--- config.mk ---
export PLATFORM = sky130hd
export DESIGN_NAME = retire_trace_unit
export DESIGN_NICKNAME = d
export VERILOG_FILES = /design/src/rtl/retire_trace_pkg.sv /design/src/rtl/retire_trace_unit_trace_fifo.sv /design/src/rtl/retire_trace_unit.sv
export SDC_FILE = /design/constraint.sdc
export NUM_CORES = 2
export LEC_CHECK = 0
export BUFFER_PORTS_ARGS = -buffer_cell sky130_fd_sc_hd__buf_2
export CORE_AREA = 2 2 381 383
export DETAILED_ROUTE_END_ITERATION = 8
export DIE_AREA = 0 0 383 385
export PLACE_DENSITY = 0.7
export SYNTH_ARGS = -nofsm -noshare
export SYNTH_HDL_FRONTEND = slang
export SYNTH_SLANG_ARGS = --single-unit
--- constraint.sdc ---
create_clock -name clk -period 21.8 [get_ports clk]
set_input_delay 4.36 -clock clk [delete_from_list [all_inputs] [get_ports clk]]
set_output_delay 4.36 -clock clk [all_outputs]
set_load 0.005 [all_outputs]
--- src/rtl/retire_trace_pkg.sv ---
// Shared types and constants for the retire trace unit.
// Optional feature macro TRACE_CYCLE_STAMP_EN adds a cycle stamp to every record.
package retire_trace_pkg;

  localparam int REC_CNT_W = 32;

  localparam logic [3:0] NO_ERROR               = 4'd0;
  localparam logic [3:0] HALTED_ON_MEMORY_ERROR = 4'd1;
  localparam logic [3:0] HALTED_ON_HALT         = 4'd2;
  localparam logic [3:0] HALTED_ON_ILLEGAL      = 4'd3;

  typedef enum logic [1:0] {
    RUN    = 2'd0,
    DRAIN  = 2'd1,
    HALTED = 2'd2
  } rt_state_e;

  typedef struct packed {
    logic [63:0]          pc;
    logic                 wr_en;
    logic [4:0]           wr_idx;
    logic [63:0]          wr_data;
`ifdef TRACE_CYCLE_STAMP_EN
    logic [REC_CNT_W-1:0] cycle;
`endif
  } retire_rec_t;

endpackage

--- src/rtl/retire_trace_unit_trace_fifo.sv ---
// Multi-push / single-pop circular FIFO of retire records with lane compaction.
// Valid lanes land in consecutive slots; lanes beyond the free space are dropped youngest-first.
module trace_fifo
  import retire_trace_pkg::*;
#(
  parameter int RET_W = 2,
  parameter int DEPTH = 8
) (
  input  logic                   clk,
  input  logic                   rst,
  input  logic [RET_W-1:0]       push_vld,
  input  retire_rec_t            push_rec [RET_W],
  input  logic                   pop_req,
  output retire_rec_t            head_rec,
  output logic [$clog2(DEPTH):0] occ,
  output logic                   drop
);

  localparam int PW = $clog2(DEPTH);

  logic [PW-1:0] head;
  logic [PW-1:0] tail;
  logic [PW:0]   free_slots;
  logic [PW:0]   n_keep;
  logic [PW:0]   rank [RET_W];
  logic [RET_W-1:0] keep;
  logic          pop;
  retire_rec_t   mem [DEPTH];

  assign pop      = pop_req && (occ != '0);
  assign head_rec = mem[head];

  // The same-cycle pop frees a slot the push may already use.
  always_comb begin
    free_slots = (PW+1)'(DEPTH) - occ + (PW+1)'(pop);
    n_keep     = '0;
    keep       = '0;
    drop       = 1'b0;
    for (int i = 0; i < RET_W; i++) begin
      rank[i] = n_keep;
      if (push_vld[i]) begin
        if (n_keep < free_slots) begin
          keep[i] = 1'b1;
          n_keep  = n_keep + (PW+1)'(1);
        end else begin
          drop = 1'b1;
        end
      end
    end
  end

  always_ff @(posedge clk) begin
    for (int i = 0; i < RET_W; i++) begin
      if (keep[i]) mem[tail + rank[i][PW-1:0]] <= push_rec[i];
    end
  end

  always_ff @(posedge clk) begin
    if (rst) begin
      head <= '0;
      tail <= '0;
      occ  <= '0;
    end else begin
      head <= head + PW'(pop);
      tail <= tail + n_keep[PW-1:0];
      occ  <= occ - (PW+1)'(pop) + n_keep;
    end
  end

endmodule

--- src/rtl/retire_trace_unit.sv ---
// Commit-side trace/perf unit: counters, trace FIFO, orderly halt sequencing.
// TRACE_CYCLE_STAMP_EN adds trc_cycle_o carrying the cycle count at push time.
module retire_trace_unit
  import retire_trace_pkg::*;
#(
  parameter int RET_W      = 2,
  parameter int FIFO_DEPTH = 8,
  parameter int CNT_W      = 32
) (
  input  logic                  clk,
  input  logic                  rst,
  input  logic [RET_W-1:0]      ret_vld_i,
  input  logic [RET_W-1:0]      ret_wr_en_i,
  input  logic [RET_W-1:0][4:0] ret_wr_idx_i,
  input  logic [RET_W-1:0][63:0] ret_wr_data_i,
  input  logic [RET_W-1:0][63:0] ret_npc_i,
  input  logic [3:0]            core_error_status_i,
  output logic                  ret_stall_o,
  output logic                  trc_vld_o,
  input  logic                  trc_rdy_i,
  output logic [63:0]           trc_pc_o,
  output logic                  trc_wr_en_o,
  output logic [4:0]            trc_wr_idx_o,
  output logic [63:0]           trc_wr_data_o,
`ifdef TRACE_CYCLE_STAMP_EN
  output logic [CNT_W-1:0]      trc_cycle_o,
`endif
  output logic [CNT_W-1:0]      clock_count_o,
  output logic [CNT_W-1:0]      instr_count_o,
  output logic                  overflow_o,
  output logic                  halt_o,
  output logic [3:0]            halt_code_o
);

  localparam int OCC_W = $clog2(FIFO_DEPTH) + 1;
  localparam int NW    = $clog2(RET_W + 1);

  logic [1:0]       state;
  logic             running;
  logic [OCC_W-1:0] occ;
  logic             drop;
  logic [RET_W-1:0] push_vld;
  retire_rec_t      push_rec [RET_W];
  retire_rec_t      head_rec;
  logic [NW-1:0]    n_ret;
  logic [CNT_W:0]   instr_sum;

  assign running     = (state == RUN);
  assign push_vld    = running ? ret_vld_i : '0;
  assign trc_vld_o   = (occ != '0);
  assign ret_stall_o = running && (occ > OCC_W'(FIFO_DEPTH - RET_W));
  assign halt_o      = (state == HALTED);

  assign trc_pc_o      = head_rec.pc;
  assign trc_wr_en_o   = head_rec.wr_en;
  assign trc_wr_idx_o  = head_rec.wr_idx;
  assign trc_wr_data_o = head_rec.wr_data;
`ifdef TRACE_CYCLE_STAMP_EN
  assign trc_cycle_o   = CNT_W'(head_rec.cycle);
`endif

  always_comb begin
    n_ret = '0;
    for (int i = 0; i < RET_W; i++) begin
      n_ret = n_ret + NW'(ret_vld_i[i]);
    end
  end

  // Dropped lanes still count as retired.
  assign instr_sum = {1'b0, instr_count_o} + (CNT_W+1)'(n_ret);

  always_comb begin
    for (int i = 0; i < RET_W; i++) begin
      push_rec[i]         = '0;
      push_rec[i].pc      = ret_npc_i[i] - 64'd4;
      push_rec[i].wr_en   = ret_wr_en_i[i];
      push_rec[i].wr_idx  = ret_wr_idx_i[i];
      push_rec[i].wr_data = ret_wr_data_i[i];
`ifdef TRACE_CYCLE_STAMP_EN
      push_rec[i].cycle   = REC_CNT_W'(clock_count_o);
`endif
    end
  end

  trace_fifo #(
    .RET_W (RET_W),
    .DEPTH (FIFO_DEPTH)
  ) u_fifo (
    .clk      (clk),
    .rst      (rst),
    .push_vld (push_vld),
    .push_rec (push_rec),
    .pop_req  (trc_rdy_i),
    .head_rec (head_rec),
    .occ      (occ),
    .drop     (drop)
  );

  always_ff @(posedge clk) begin
    if (rst) begin
      state         <= RUN;
      clock_count_o <= '0;
      instr_count_o <= '0;
      overflow_o    <= 1'b0;
      halt_code_o   <= NO_ERROR;
    end else begin
      case (state)
        RUN: begin
          if (clock_count_o != '1) clock_count_o <= clock_count_o + CNT_W'(1);
          instr_count_o <= instr_sum[CNT_W] ? '1 : instr_sum[CNT_W-1:0];
          if (drop) overflow_o <= 1'b1;
          if (core_error_status_i != NO_ERROR) begin
            halt_code_o <= core_error_status_i;
            state       <= DRAIN;
          end
        end
        DRAIN: begin
          if (occ == '0) state <= HALTED;
        end
        HALTED: ;
        default: state <= RUN;
      endcase
    end
  end

endmodule

# Word level (Yosys, flattened, before mapping)
# Memory sizes are Yosys's and may differ from the RTL's. A register that Yosys moved wholly into a read port is not among the register bits.
# Index checks and enable logic that the tools add are counted.
op_classes:
  n_addsub: 13
  magnitude_cmp: 3
  eq_ne: 5
  n_mux: 22
  bitwise: 1
  n_reduce_logical: 10
op_table:
  columns: ["op", "n"]
  rows:
  - ["64-bit by 3-bit subtractor with 64-bit output, second input constant", 2]
  - ["32-bit by 2-bit adder with 33-bit output", 1]
  - ["32-bit by 1-bit adder with 32-bit output, second input constant", 1]
  - ["32-bit two-way mux", 1]
  - ["32-bit != test, second input constant", 1]
  - ["1-bit two-way mux", 13]
  - ["4-bit two-way mux", 3]
  - ["4-bit nonzero test", 2]
  - ["3-bit adder", 2]
  - ["2-bit two-way mux", 3]
  - ["2-bit case mux with 3 select lines", 1]
  - ["2-bit AND reduction", 3]
  - ["4-bit by 1-bit adder with 4-bit output", 1]
  - ["4-bit by 1-bit adder with 4-bit output, second input constant", 1]
  - ["4-bit adder", 1]
  - ["4-bit by 3-bit greater-than comparator with 1-bit output, second input constant", 1]
  - ["4-bit zero test", 1]
  - ["1-bit by 4-bit < comparator with 1-bit output, first input constant", 1]
  - ["4-bit < comparator", 1]
  - ["4-bit by 1-bit subtractor with 4-bit output", 1]
  - ["4-bit subtractor, first input constant", 1]
  - ["3-bit by 1-bit adder with 3-bit output", 1]
  - ["3-bit two-way mux", 1]
  - ["3-bit AND reduction", 1]
  - ["8 further kinds", 9]
totals:
  regBits: 81
  mem_bits_rw: 1072
  mem_count: 1
mem_list:
  columns: ["memory", "depth", "width", "rd", "rd_clocked_by_memory_dff", "write_ports", "line_no", "rtl"]
  rows:
  - ["u_fifo.mem", 8, 134, 1, 1, 2, "retire_trace_unit_trace_fifo.sv:28", "retire_rec_t mem [DEPTH];"]

# Logic depth before layout (Yosys ltp)
logic_depth:
  word_depth: 11
  mapped_depth: 21
  depth_no_buf: 20

# By module
# Synthesis repeated with hierarchy kept, for this count alone.
unflattened:
  cells_unflattened: 3617
  hier_area_um2: 61006.0
by_module_without_submodules:
  columns: ["mod", "n_inst", "cells_per_inst", "area_each_um2", "seq_area_each_um2"]
  rows:
  - ["trace_fifo", 1, 2848, 55201.7, 32391.1]
  - ["retire_trace_unit", 1, 769, 5804.3, 1421.4]

# Least setup slack after synthesis
# Ideal clock, no wire load.
synth_timing:
  path_kind: "input to register"
  start: "in trc_rdy_i"
  end: "mem u_fifo.mem[0][0] in the netlist's numbering, enable pin"
  setup_time_ps: 824
  arrival_time_ps: 15600
  t_required_ps: 20976
  slack_ps: 5376
  cell_stages: 10
  cell_sequence: "nand2_1 > ha_1 > inv_1 > ha_1 > nor2b_1 > a211oi_1 > nor3_1 > a21oi_1 > nand2b_1 > o31ai_1"
synth_lines:
  columns: ["element", "line_no", "rtl"]
  rows:
  - ["from (decl)", "retire_trace_unit.sv:20", "input logic trc_rdy_i,"]
  - ["to (decl)", "retire_trace_unit_trace_fifo.sv:28", null]

==> metrics.yaml <==
syn_area_per_cell_um2: 11.5
antenna_found_initial: 45
grt_overflow_total: 0
yosysUniqueCellTypes: 55
cp_data_required_time_ns: 17.44
cts.clk_slew.worst_paths_ns: 0.05
multi_input_area_mm2: 0.0239
port-buffer-count: 482
cts_resized: 0
design_area_mm2: 0.0674
gp_congestion: 0.889
drive_gt1_share_pct: 21.0
cts-root-buf: "clkbuf_16"
synth_area_mm2: 0.0599
setup_viol: 0
maxCapViolations: 0
vias_per_cell: 5.70
layout_setup_ws_ns: 12.45
rows: 139
cts_num_sinks: 1153
synth-warning-count: 0
ant_nets: 0
htreeDepth: 4
post_cts_buffers: 0
grt_usage_pct: 24.7
n_fill_cell: 12700
post-place-ws_ns: 12.44
clkLatencyLatePin_ns: 0.78
async_flop_share_pct: 0
io_pins: 483
grt_start_max_net_pins: 148
hold_ws_ns: 0.459
hold_buffers: 0
synth-seq-cells: 1153
drv_slew: 0
start_kind: "flip-flop"
placed_cell_area_mm2: 0.0632
cts_tree: "yes"
post_drt_wl_per_cell_um: 24.7
ff_latch_area_mm2: 0.0338
dr.pass1.iters: 6
cts_buffers: 132
dpl.cell_count: 7213
crit_arrival_ns: 4.99
dieArea_mm2: 0.147
layout_commonest_cell: "nand2_1"
vias: 42500
clock_path_buffers: 3
power_leakage_nw: 26.3
grt_pass1_wl_mm: 272
rsz0062_at_grt: "no"
dieWidth_um: 383
crit_path_end_kind: "output pin"
worstMarginPinSlew_ns: 1.46
hold_viol: 0
fin_total_pwr_mw: 7.60
mostFrequentLayoutCells: "nand2_1 (1801), edfxtp_1 (1072), buf_2 (482)"
max-vdd-ir-drop_uv: 181
syn2layout_area_growth_pct: 12.5
synthCells: 5231
die_h_um: 385
synth_fp_nets: 5530
period_share_pct: 42.9
status: "finished, final reports clean"
core-area_mm2: 0.143
cp_max_fo: 90
nNetsFinal: 5743
dp_hpwl_mm: 108
seq_area_frac_synth_pct: 56.4
skew_ns: 0.0344
synth_flop_cell: "edfxtp_1"
synth_edf_count: 1072
tns_ns: 0
routed_wl_mm: 184
grt_pass1_vias: 42300
timing.setup.critical_path_class: "flip-flop to output pin"
hold_class: "flip-flop to flip-flop"
max_freq_mhz: 107
relSlewSlack_pct: 1.84
finalNonFillerCells: 7469
start_util_pct: 41.9
drcViolationCount: 0
power_density_mw_per_mm2: 113
postLayoutCoreUtil_pct: 47.1
drtIter0Drc: 4732
min_period_ns: 9.35
routing by layer:
metal  GRT usage (%)  part of all wire, %  up-vias
li1                -                    -    19000
met1            31.9                   39    21000
met2            40.4                   48     2116
met3            5.23                  9.2      397
met4            10.7                  4.1       34
met5               0                 0.12        -
cell type report:
class,count,share of cell area (%)
Clock inverter,60,0.889
Multi-Input combinational cell,3588,35.5
Clock buffer,174,5.24
Timing Repair Buffer,539,4.40
Antenna cell,22,0.0817
Sequential cell,1153,50.2
Inverter,30,0.167
Tap cell,1903,3.53
Yosys cell counts (27+ instances only):
| library cell | number | area, µm² |
|---|---|---|
| a21oi_1 | 220 | 1100 |
| buf_1 | 47 | 176 |
| buf_2 | 29 | 145 |
| buf_4 | 140 | 1050 |
| clkbuf_1 | 244 | 916 |
| dfxtp_1 | 81 | 1620 |
| edfxtp_1 | 1072 | 32200 |
| inv_1 | 30 | 113 |
| mux2_2 | 134 | 1510 |
| mux2i_1 | 305 | 3050 |
| mux4_2 | 268 | 6040 |
| nand2_1 | 1801 | 6760 |
| nand3_1 | 48 | 240 |
| nand4_1 | 42 | 263 |
| nor2_1 | 281 | 1050 |
| nor3_1 | 74 | 370 |
| nor4_1 | 48 | 300 |
| or3_1 | 27 | 169 |
| xnor2_1 | 84 | 736 |
| xor2_1 | 83 | 727 |
power by group:
part	switching (mW)	leakage, nW	internal (mW)
logic	1.45	13.9	0.967
clock network	0.941	1.99	1.21
registers	0.113	10.4	2.92
total	2.50	26.3	5.10
registers in the layout, summed over array words and instances (netlist names), 2 cells and up:
signal and cells:
state 2, u_fifo.tail 3, u_fifo.occ 4, instr_count_o 32, halt_code_o 4, u_fifo.head 3
u_fifo.mem 1072, clock_count_o 32
worst max-delay path, stage by stage (launching register included):
cell and delay (ns):
dfxtp_4 0.81, buf_4 0.72, buf_12 0.65, buf_4 0.79, mux4_2 0.60, mux2_2 0.33, buf_2 0.14
cell families (layout without fill, tap and decap cells):
logic type,after synthesis,after routing,synth area share (%)
XOR/XNOR,167,167,2.44
buffers and inverters,490,803,4.01
adder cells (fa/ha/maj),22,22,0.497
AND/OR/NAND/NOR,2423,2423,16.6
flip-flops,1153,1153,56.4
AO/OA/AOI/OAI,269,269,2.39
multiplexers,707,707,17.7
other,0,22,0
worst paths after layout:
| path | slack [ns] | endpoint | cells past startpoint | from |
|---|---|---|---|---|
| max | 12.45 | trc_wr_data_o[51] | 6 | u_fifo.head[0] |
| min | 0.46 | halt_code_o[1] | 2 | halt_code_o[1] |
| min reg2reg | 0.46 | halt_code_o[1] | 2 | halt_code_o[1] |
| max reg2reg | 16.01 | u_fifo.mem[2][38] | 17 | u_fifo.occ[3] |
Note: power is estimated with default switching activity, not from simulation.
